### src/rtl/clock_gen_pkg.sv
// Shared types and width helpers for the clock_gen divider bank.
// No ports; imported by the interface, the channel and the top.
package clock_gen_pkg;

  typedef enum logic [1:0] {
    ST_ALIGN,
    ST_SETTLE,
    ST_LOCKED
  } state_e;

  // A one-channel bank still needs a 1-bit index port.
  function automatic int chan_w(input int n);
    return (n > 1) ? $clog2(n) : 1;
  endfunction

  // Counter and phase width: one bit wider than H so 2H never overflows.
  function automatic int cnt_w(input int dw);
    return dw + 1;
  endfunction

endpackage

### src/rtl/clock_gen_if.sv
// Config bus and clock outputs of clock_gen.
// master: cfg_we/cfg_channel/cfg_half/cfg_phase/cfg_commit out; clocks, locked, cfg_error in.
interface clock_gen_if
  import clock_gen_pkg::*;
#(
  parameter int NUM_CHANNELS = 3,
  parameter int DIV_WIDTH    = 8
);

  localparam int CHW = chan_w(NUM_CHANNELS);
  localparam int CW  = cnt_w(DIV_WIDTH);

  logic                    cfg_we;
  logic [CHW-1:0]          cfg_channel;
  logic [DIV_WIDTH-1:0]    cfg_half;
  logic [CW-1:0]           cfg_phase;
  logic                    cfg_commit;
  logic [NUM_CHANNELS-1:0] clk_out;
  logic [NUM_CHANNELS-1:0] clk_strobe;
  logic                    locked;
  logic                    cfg_error;

  modport master (
    output cfg_we,
    output cfg_channel,
    output cfg_half,
    output cfg_phase,
    output cfg_commit,
    input  clk_out,
    input  clk_strobe,
    input  locked,
    input  cfg_error
  );

  modport slave (
    input  cfg_we,
    input  cfg_channel,
    input  cfg_half,
    input  cfg_phase,
    input  cfg_commit,
    output clk_out,
    output clk_strobe,
    output locked,
    output cfg_error
  );

endinterface

### src/rtl/clock_gen_channel.sv
// One divider channel: active H/P, phase counter, clamp detect, registered outputs.
// Ports: clk, reset, align (load pulse), commit, sh_half/sh_phase in; clk_out, clk_strobe, clamp out.
module clock_gen_channel
  import clock_gen_pkg::*;
#(
  parameter int DIV_WIDTH    = 8,
  parameter int DEFAULT_HALF = 1
) (
  input  logic                         clk,
  input  logic                         reset,
  input  logic                         align,
  input  logic                         commit,
  input  logic [DIV_WIDTH-1:0]         sh_half,
  input  logic [cnt_w(DIV_WIDTH)-1:0]  sh_phase,
  output logic                         clk_out,
  output logic                         clk_strobe,
  output logic                         clamp
);

  localparam int CW = cnt_w(DIV_WIDTH);

  logic [DIV_WIDTH-1:0] half;
  logic [CW-1:0]        phase;
  logic [CW-1:0]        cnt;
  logic [CW-1:0]        two_h;
  logic                 en;

  assign two_h = {half, 1'b0};
  assign en    = (half != '0);

  // A disabled channel has no period, so its phase is never clamped.
  assign clamp = align && en && (phase >= two_h);

  always_ff @(posedge clk) begin
    if (reset) begin
      half       <= DIV_WIDTH'(DEFAULT_HALF);
      phase      <= '0;
      cnt        <= '0;
      clk_out    <= 1'b0;
      clk_strobe <= 1'b0;
    end else begin
      if (commit) begin
        half  <= sh_half;
        phase <= sh_phase;
      end
      if (align) begin
        // Counter is stale during the load cycle; hold outputs low
        // so every channel starts cleanly from the shared edge.
        cnt        <= (clamp || !en) ? '0 : phase;
        clk_out    <= 1'b0;
        clk_strobe <= 1'b0;
      end else if (en) begin
        cnt        <= (cnt == two_h - 1'b1) ? '0 : cnt + 1'b1;
        clk_out    <= (cnt < {1'b0, half});
        clk_strobe <= (cnt == '0);
      end else begin
        clk_out    <= 1'b0;
        clk_strobe <= 1'b0;
      end
    end
  end

endmodule

### src/rtl/clock_gen.sv
// Reprogrammable clock-divider bank with shared alignment and emulated PLL lock.
// Ports: clk, reset (sync, active high), bus (slave: config in, clocks/locked/cfg_error out).
module clock_gen
  import clock_gen_pkg::*;
#(
  parameter int NUM_CHANNELS = 3,
  parameter int DIV_WIDTH    = 8,
  parameter int LOCK_CYCLES  = 16,
  parameter int DEFAULT_HALF = 1
) (
  input  logic       clk,
  input  logic       reset,
  clock_gen_if.slave bus
);

  localparam int CHW = chan_w(NUM_CHANNELS);
  localparam int CW  = cnt_w(DIV_WIDTH);
  localparam int LW  = $clog2(LOCK_CYCLES) + 1;

  state_e                  state;
  state_e                  state_nxt;
  logic [LW-1:0]           lock_cnt;
  logic [LW-1:0]           lock_nxt;
  logic                    locked_q;
  logic                    locked_nxt;
  logic                    err_q;
  logic                    err_nxt;
  logic                    align;
  logic                    bad_ch;
  logic [NUM_CHANNELS-1:0] clamp;
  logic [NUM_CHANNELS-1:0] ch_out;
  logic [NUM_CHANNELS-1:0] ch_stb;

  assign align  = (state == ST_ALIGN);
  assign bad_ch = bus.cfg_we &&
    ({1'b0, bus.cfg_channel} >= (CHW+1)'(NUM_CHANNELS));

  always_comb begin
    state_nxt  = state;
    lock_nxt   = lock_cnt;
    locked_nxt = 1'b0;
    unique case (state)
      ST_ALIGN: begin
        state_nxt = ST_SETTLE;
        lock_nxt  = '0;
      end
      ST_SETTLE: begin
        if (lock_cnt == LW'(LOCK_CYCLES - 1))
          state_nxt = ST_LOCKED;
        else
          lock_nxt = lock_cnt + 1'b1;
      end
      ST_LOCKED: locked_nxt = 1'b1;
      default:   state_nxt  = ST_ALIGN;
    endcase
    // Commit wins from any state and drops lock immediately.
    if (bus.cfg_commit) begin
      state_nxt  = ST_ALIGN;
      locked_nxt = 1'b0;
    end
  end

  assign err_nxt = err_q | bad_ch | (|clamp);

  always_ff @(posedge clk) begin
    if (reset) begin
      state    <= ST_ALIGN;
      lock_cnt <= '0;
      locked_q <= 1'b0;
      err_q    <= 1'b0;
    end else begin
      state    <= state_nxt;
      lock_cnt <= lock_nxt;
      locked_q <= locked_nxt;
      err_q    <= err_nxt;
    end
  end

  for (genvar i = 0; i < NUM_CHANNELS; i++) begin : g_ch
    logic                 hit;
    logic [DIV_WIDTH-1:0] half_q;
    logic [DIV_WIDTH-1:0] half_n;
    logic [CW-1:0]        phase_q;
    logic [CW-1:0]        phase_n;

    assign hit = bus.cfg_we && (bus.cfg_channel == CHW'(i));

    // Same-cycle write and commit: the commit sees the written value.
    assign half_n  = hit ? bus.cfg_half  : half_q;
    assign phase_n = hit ? bus.cfg_phase : phase_q;

    always_ff @(posedge clk) begin
      if (reset) begin
        half_q  <= DIV_WIDTH'(DEFAULT_HALF);
        phase_q <= '0;
      end else begin
        half_q  <= half_n;
        phase_q <= phase_n;
      end
    end

    clock_gen_channel #(
      .DIV_WIDTH   (DIV_WIDTH),
      .DEFAULT_HALF(DEFAULT_HALF)
    ) u_ch (
      .clk       (clk),
      .reset     (reset),
      .align     (align),
      .commit    (bus.cfg_commit),
      .sh_half   (half_n),
      .sh_phase  (phase_n),
      .clk_out   (ch_out[i]),
      .clk_strobe(ch_stb[i]),
      .clamp     (clamp[i])
    );
  end

  assign bus.clk_out    = ch_out;
  assign bus.clk_strobe = ch_stb;
  assign bus.locked     = locked_q;
  assign bus.cfg_error  = err_q;

endmodule

### src/flat_wrapper.sv
// flat-port wrapper written by rule: the top's interface ports become plain ports
module clock_gen_flat import clock_gen_pkg::*;
#(
  parameter int NUM_CHANNELS = 3,
  parameter int DIV_WIDTH    = 8,
  parameter int LOCK_CYCLES  = 16,
  parameter int DEFAULT_HALF = 1
)
  (clk, reset, bus_cfg_we, bus_cfg_channel, bus_cfg_half, bus_cfg_phase, bus_cfg_commit, bus_clk_out, bus_clk_strobe, bus_locked, bus_cfg_error);
  clock_gen_if #(.NUM_CHANNELS(NUM_CHANNELS), .DIV_WIDTH(DIV_WIDTH)) bus_i ();
  input  logic clk;
  input  logic reset;
  input wire logic [$bits(bus_i.cfg_we)-1:0] bus_cfg_we;
  input wire logic [$bits(bus_i.cfg_channel)-1:0] bus_cfg_channel;
  input wire logic [$bits(bus_i.cfg_half)-1:0] bus_cfg_half;
  input wire logic [$bits(bus_i.cfg_phase)-1:0] bus_cfg_phase;
  input wire logic [$bits(bus_i.cfg_commit)-1:0] bus_cfg_commit;
  output wire logic [$bits(bus_i.clk_out)-1:0] bus_clk_out;
  output wire logic [$bits(bus_i.clk_strobe)-1:0] bus_clk_strobe;
  output wire logic [$bits(bus_i.locked)-1:0] bus_locked;
  output wire logic [$bits(bus_i.cfg_error)-1:0] bus_cfg_error;
  assign bus_i.cfg_we = bus_cfg_we;
  assign bus_i.cfg_channel = bus_cfg_channel;
  assign bus_i.cfg_half = bus_cfg_half;
  assign bus_i.cfg_phase = bus_cfg_phase;
  assign bus_i.cfg_commit = bus_cfg_commit;
  assign bus_clk_out = bus_i.clk_out;
  assign bus_clk_strobe = bus_i.clk_strobe;
  assign bus_locked = bus_i.locked;
  assign bus_cfg_error = bus_i.cfg_error;
  clock_gen #(.NUM_CHANNELS(NUM_CHANNELS), .DIV_WIDTH(DIV_WIDTH), .LOCK_CYCLES(LOCK_CYCLES), .DEFAULT_HALF(DEFAULT_HALF)) u_core (.clk(clk), .reset(reset), .bus(bus_i));
endmodule
### config.mk
export PLATFORM = sky130hd
export DESIGN_NAME = clock_gen_flat
export DESIGN_NICKNAME = d
export VERILOG_FILES = /design/src/rtl/clock_gen_pkg.sv /design/src/rtl/clock_gen_if.sv /design/src/rtl/clock_gen_channel.sv /design/src/rtl/clock_gen.sv /design/src/flat_wrapper.sv
export SDC_FILE = /design/constraint.sdc
export NUM_CORES = 1
export LEC_CHECK = 0
export BUFFER_PORTS_ARGS = -buffer_cell sky130_fd_sc_hd__buf_2
export CORE_ASPECT_RATIO = 1.4
export CORE_MARGIN = 8
export CORE_UTILIZATION = 35
export CTS_CLUSTER_SIZE = 20
export DETAILED_ROUTE_END_ITERATION = 6
export GPL_ROUTABILITY_DRIVEN = 0
export HOLD_SLACK_MARGIN = 0.1
export PLACE_DENSITY_LB_ADDON = 0.12
export SETUP_SLACK_MARGIN = 0.05
export SYNTH_ARGS = -nofsm -noshare
export SYNTH_HDL_FRONTEND = slang
export SYNTH_SLANG_ARGS = --single-unit
### constraint.sdc
create_clock -name clk -period 5.3 [get_ports clk]
set_input_delay 0.265 -clock clk [delete_from_list [all_inputs] [get_ports clk]]
set_output_delay 0.265 -clock clk [all_outputs]
set_load 0.02 [all_outputs]
==> results of run 1 <==
-- metal layers --
layer / part of all wire (%) / global-route usage (%)
met1: 42 / 18.5
met2: 53 / 30.9
met3: 2.0 / 2.47
met4: 2.7 / 7.25
met5: 0 / 0
-- layout by cell type (no fill, tap or decap), types with 8 or more instances in the layout --
cell type    n
clkbuf_16   17
buf_2       30
o22a_1      47
nand4_1      8
and3_1      14
xor2_1      24
a211oi_1    11
inv_1       45
nand2_1    121
nor2_1      52
o21ai_0     10
or3_1       19
xnor2_1     20
nand3b_1    11
a21oi_1     71
ha_1        59
a311oi_1     9
nor3_1      21
nand2b_1    13
a21o_1      19
nand3_1     24
dfxtp_1    144
-- logic make-up after synthesis --
group / count (synthesis)
AO/OA/AOI/OAI: 210
XOR/XNOR: 44
adder cells (fa/ha/maj): 59
buffers and inverters: 99
flip-flops: 144
multiplexers: 1
AND/OR/NAND/NOR: 316
-- registers in the layout (all words and copies together) (netlist names) --
register / flops
u_core.g_ch.phase_q: 27
u_core.g_ch.u_ch.cnt: 27
u_core.g_ch.u_ch.phase: 27
u_core.g_ch.half_q: 24
u_core.g_ch.u_ch.half: 24
u_core.lock_cnt: 5
u_core.g_ch.u_ch.clk_out: 3
u_core.g_ch.u_ch.clk_strobe: 3
u_core.state: 2
u_core.bus.cfg_error: 1
u_core.bus.locked: 1
-- stage by stage --
step | cell area, um^2 | power, uW | util, % | hold WS [ns] | setup slack (ns)
floorplan | 7480 | 1500 | - | 0.409 | 3.01
global placement | 7770 | 1620 | 36.8 | 0.451 | 2.69
detailed placement | 7770 | 1620 | 36.8 | 0.455 | 2.67
CTS | 8350 | 2810 | 39.5 | 0.120 | 2.66
global route | 8350 | 2900 | 39.5 | 0.138 | 2.36
finish | 8350 | 2760 | 39.5 | 0.144 | 2.63
-- report_power, final --
part	switching (uW)	total, uW	internal, uW
sequential	69.2	1210	1140
combinational	220	383	163
clock	512	1170	660
total	801	2760	1960
-- cell type report --
class | instances | area (um^2)
clock buffers | 17 | 425
clock inverters | 14 | 151
fillers | 2214 | 12800
inverters | 45 | 169
multi-input cells | 630 | 4220
flip-flops and latches | 144 | 2880
well taps | 260 | 325
repair buffers | 34 | 180
-- final timing paths --
kind                               start                          to  slack [ns]  depth (start not counted)
max          u_core.g_ch[2].u_ch.half[4]  u_core.g_ch[2].u_ch.cnt[0]        2.63                          8
min                     bus_cfg_phase[3]   u_core.g_ch[0].phase_q[3]        0.14                          3
max reg2reg  u_core.g_ch[2].u_ch.half[4]  u_core.g_ch[2].u_ch.cnt[0]        2.63                          8
min reg2reg     u_core.g_ch[1].half_q[5]    u_core.g_ch[1].half_q[5]        0.46                          2
-- worst min-delay path, cell delays in order --
cell	delay, ns
buf_2	0.12
nand2_1	0.05
a21oi_1	0.07
==> run_results.csv, run 1 <==
group,metric,value,unit
run_status,outcome,"finished, final reports clean",
routing,wl_per_cell,18.4,um
cells_and_area,fin_cells,1144,
synthesis,synthXorXnorAreaFrac,5.15,%
cts,cts_buffers,17,
timing,max_freq,375,MHz
synthesis,synth_area,7480,um^2
cts,cts-root-buf,"clkbuf_16",
routing,vias_per_cell,5.33,
timing,setup_viol,0,
critical_path,cp.required,5.63,ns
power,p_leak,0.00352,uW
critical_path,max_stage_delay,0.71,ns
timing,hold_viol,0,
timing,slew_headroom,34.7,%
cells_and_area,area_delta_synth_final,11.6,%
synthesis,avgSynthCellArea,8.57,um^2
timing,tightest_slew,0.975,ns
synthesis,synthCells,873,
synthesis,synthesis.nets,955,
synthesis,synth-seq-area-share,38.5,%
critical_path,crit_arrival,3.00,ns
synthesis,yosys-top-cells-count,"144 x dfxtp_1, 121 x nand2_1, 71 x a21oi_1, 59 x ha_1, 53 x nor2_1",
floorplan,ios,31,
routing,ant_nets,0,
timing,slew_violations,0,
critical_path,cpMostUsedCell,"a221oi_1",
cts,clk_pin_slew_worst_paths,0.06,ns
routing,drt-initial-drc-count,302,
floorplan,fp.dieH,189,um
global_route,grt_pass1_vias,6225,
cts,postCtsResizedCells,0,
synthesis,synth_top_area_cell,"dfxtp_1",
critical_path,cp_num_buf_inv,1,
synthesis,ys_warn_count,0,
routing,vias,6099,
routing,finalWirelength,21100,um
routing,dr.pass1.iters,5,
timing,setup-tns-final,0,ns
floorplan,initial_utilization,35.4,%
global_route,track_usage,16.7,%
timing,min_period,2.67,ns
cts,ctsHoldBuffers,0,
synthesis,yosysTopAreaCellShare,38.5,%
global_route,antenna_found_initial,0,
critical_path,critPathSlowestCell,"nor4b_2",
synthesis,ys_seq_elements,144,
synthesis,yosys.area_share.simple,21.1,%
global_route,grt_max_degree,64,
timing,min_period_over_period,50.3,%
placed_design,dp_hpwl,15700,um
floorplan,fp.coreArea,21100,um^2
synthesis,synth_area_leaders,"dfxtp_1 39%, ha_1 9.9%, nand2_1 6.1%",
floorplan,die_w,140,um
synthesis,yosys.area_share.adder,9.86,%
cells_and_area,fin_nets,954,
critical_path,worstSetupPathType,"flop to flop",
synthesis,synth_top_family_by_area,"simple AND/OR/NAND/NOR gates",
global_route,grt_overflow,0,
floorplan,die_area,26400,um^2
cts,htree_num_levels,4,
routing,drc,0,
synthesis,synth_cell_type_count,59,
floorplan,rows,63,
cells_and_area,n_antenna_cell,0,
critical_path,endpoint_kind,"flop",
synthesis,synth-edff-count,0,
cells_and_area,drive_above_1_share,9.39,%
synthesis,synth_compound_area_share,19.9,%
power,power.density,331,nW/um^2
synthesis,ys.flop_type,"dfxtp_1",
cts,clock-sinks,144,
critical_path,worst_setup_path_start_kind,"flop",
synthesis,post-synth-top-count-cell,"dfxtp_1",
critical_path,crit_family,"compound AO/OA/AOI/OAI gates",
min_path,worstHoldPathType,"primary input to flop",
cts,cts_tree,"built",
cts,clkLatencyLatePin,0.42,ns
power,ir_worst_vdd,244,uV
timing,finClkSkew,0.0115,ns
cts,clk_path_buf_depth,2,
critical_path,critPathMaxFanout,8,
timing,rsz0062_at_grt,"false",
critical_path,path_cells,"inv_1 -> ha_1 -> a21o_1 -> a221oi_1 -> a21oi_1 -> nor4b_2 -> a221oi_1 -> a211oi_1",
placed_design,dp_cells,1113,
global_route,grt_pass1_wl,34400,um
synthesis,muxShareOfSynthArea,0.150,%
placed_design,port_buffers,30,
flow_run,cap_violations,0,
synthesis,synthArstFlopShare,0,%
cts,cts_setup_buffers,0,
Note: power is estimated with default switching activity, not from simulation.
==> run 2: changes to the inputs <==
- clock period: 5.3 -> 2.6 ns (I/O delays scaled with it)
==> run 2 against run 1 <==
Against the previous run:
- global-route usage grew 0.11 points
- critical path depth rose by 1
- clock power up 120%
- power increased by 110%
- clock-buffer cell count rose by 2
- final cell count is 3.2% higher
- worst hold slack worse by 0.0016 ns
- register-to-register slack worse by 2.4 ns
- flip-flop and latch count did not move
- combinational power up 120%
- via count is 2.9% higher
- critical endpoint is now u_core.g_ch[2].u_ch.cnt[2]
- sequential share of layout area decreased by 1.4 points
==> run_results.csv, run 2 (synthesis gave the netlist of run 1 again) <==
group,metric,value,unit
global_route,grt_overflow,0,
cells_and_area,final_common_cell,"dfxtp_1",
global_route,antenna_found_initial,0,
floorplan,die_w,140,um
timing,setup_viol,0,
critical_path,cp_num_buf_inv,1,
cts,cts_buffers,17,
cts,clkLatencyLatePin,0.42,ns
critical_path,r2r-start,"u_core.g_ch[2].u_ch.half[0]",
critical_path,critPathSlowestCell,"dfxtp_1",
cells_and_area,nFillCells,2213,
critical_path,critPathMaxFanout,8,
critical_path,cpMostUsedCell,"a211oi_1",
placed_design,port_buffers,30,
routing,drc,0,
cts,clk_pin_slew_worst_paths,0.06,ns
floorplan,initial_utilization,35.4,%
timing,rsz0062_at_grt,"false",
power,p_leak,0.00372,uW
timing,max_freq,425,MHz
global_route,track_usage,16.8,%
cells_and_area,area_delta_synth_final,16.4,%
cts,htree_num_levels,4,
timing,finClkSkew,0.00763,ns
cts,clk_path_buf_depth,2,
timing,slew_headroom,24.2,%
global_route,grt_pass1_vias,6135,
critical_path,crit_arrival,2.68,ns
cells_and_area,fin_nets,990,
routing,drt-initial-drc-count,280,
power,ir_worst_vdd,491,uV
run_status,outcome,"finished, final reports clean",
placed_design,dp_hpwl,15900,um
critical_path,max_stage_delay,0.43,ns
critical_path,path_cells,"inv_1 -> ha_1 -> nor2b_1 -> a21oi_1 -> a211oi_1 -> a41o_1 -> and3_1 -> or3_1 -> a211oi_1",
power,power.density,675,nW/um^2
cts,cts-root-buf,"clkbuf_16",
critical_path,worst_setup_path_start_kind,"flop",
critical_path,r2r_cells,9,
critical_path,endpoint_kind,"flop",
floorplan,ios,31,
min_path,worstHoldPathType,"primary input to flop",
timing,min_period_over_period,90.4,%
routing,vias,6274,
routing,wl_per_cell,18.2,um
timing,hold_viol,0,
min_path,holdCritStartpoint,"bus_cfg_we",
cts,cts_setup_buffers,0,
global_route,grt_pass1_wl,34200,um
cells_and_area,drive_above_1_share,11.1,%
cells_and_area,n_antenna_cell,0,
timing,tightest_slew,1.13,ns
floorplan,die_area,26400,um^2
timing,min_period,2.35,ns
cells_and_area,reg.largest.list,"u_core.g_ch.phase_q x27, u_core.g_ch.u_ch.cnt x27, u_core.g_ch.u_ch.phase x27",
timing,fin_ws,0.249,ns
cells_and_area,final_cell_area,8720,um^2
routing,finalWirelength,21500,um
cells_and_area,final_cell_mix,"144 x dfxtp_1, 121 x nand2_1, 71 x a21oi_1",
critical_path,cp.required,2.92,ns
routing,ant_nets,0,
global_route,grt_max_degree,53,
cts,cts_tree,"built",
floorplan,rows,63,
min_path,hold_path_depth,3,
floorplan,fp.coreArea,21100,um^2
critical_path,worstSetupPathType,"flop to flop",
critical_path,critPathLaunch,"u_core.g_ch[2].u_ch.half[0]",
timing,slew_violations,0,
routing,dr.pass1.iters,5,
floorplan,fp.dieH,189,um
placed_design,placed_area,7920,um^2
timing,setup-tns-final,0,ns
critical_path,cp.depth,9,
flow_run,cap_violations,0,
critical_path,crit_family,"simple AND/OR/NAND/NOR gates",
routing,vias_per_cell,5.31,
placed_design,dp_slack,0.167,ns
cts,clock-sinks,144,
## run 2: changes by cell type in the layout (fill, tap and decap cells not counted), sizes merged
cell,before,now
buf,34,53
dlygate4sd3,0,17
bufinv,1,3
clkbuf,17,19
clkinvlp,4,2
inv,51,50
## run 2: tightest hold or removal path, stage by stage
cell and delay (ns):
buf_2 0.13, a311oi_1 0.14, o2bb2ai_1 0.13
## run 2: layer usage
layer,wire [um],track usage (%),up-vias,part of all wire (%)
li1,-,-,3172,-
met1,9100,18.2,2997,42
met2,11500,31.2,70,53
met3,382,2.90,35,1.8
met4,611,7.50,0,2.8
met5,0,0,-,0
## run 2: metrics by stage
step	power, uW	std cells	util, %	hold slack (ns)
finish	5880	1181	41.3	0.142
global route	6170	1181	41.3	0.145
CTS	5970	1181	41.2	0.109
detailed placement	3330	1132	37.5	0.445
global placement	3330	1132	37.5	0.442
floorplan	3060	873	-	0.274
## run 2: power breakdown
group / switching, uW / internal, uW
logic: 476 / 370
registers: 133 / 2320
clock network: 1020 / 1560
total: 1630 / 4250
## run 2: final timing paths
kind                                                   end  slack [ns]
worst max register to register  u_core.g_ch[2].u_ch.cnt[2]        0.25
worst min-delay path                  u_core.bus.cfg_error        0.14
worst min register to register   u_core.g_ch[0].phase_q[3]        0.46
worst max-delay path            u_core.g_ch[2].u_ch.cnt[2]        0.25
## run 2: layout make-up
cell class	instances	area, um^2	area share (%)
Tap cell	260	325	3.73
Timing Repair Buffer	70	493	5.66
Sequential cell	144	2880	33.1
Multi-Input combinational cell	630	4230	48.5
Clock buffer	19	443	5.08
Inverter	45	169	1.94
Clock inverter	13	178	2.04
## run 2: repair_timing
action,CTS,global route
setup endpoints to repair,0,8
hold buffers,17,0
gates resized for setup,0,1
endpoints found under the hold margin,48,0
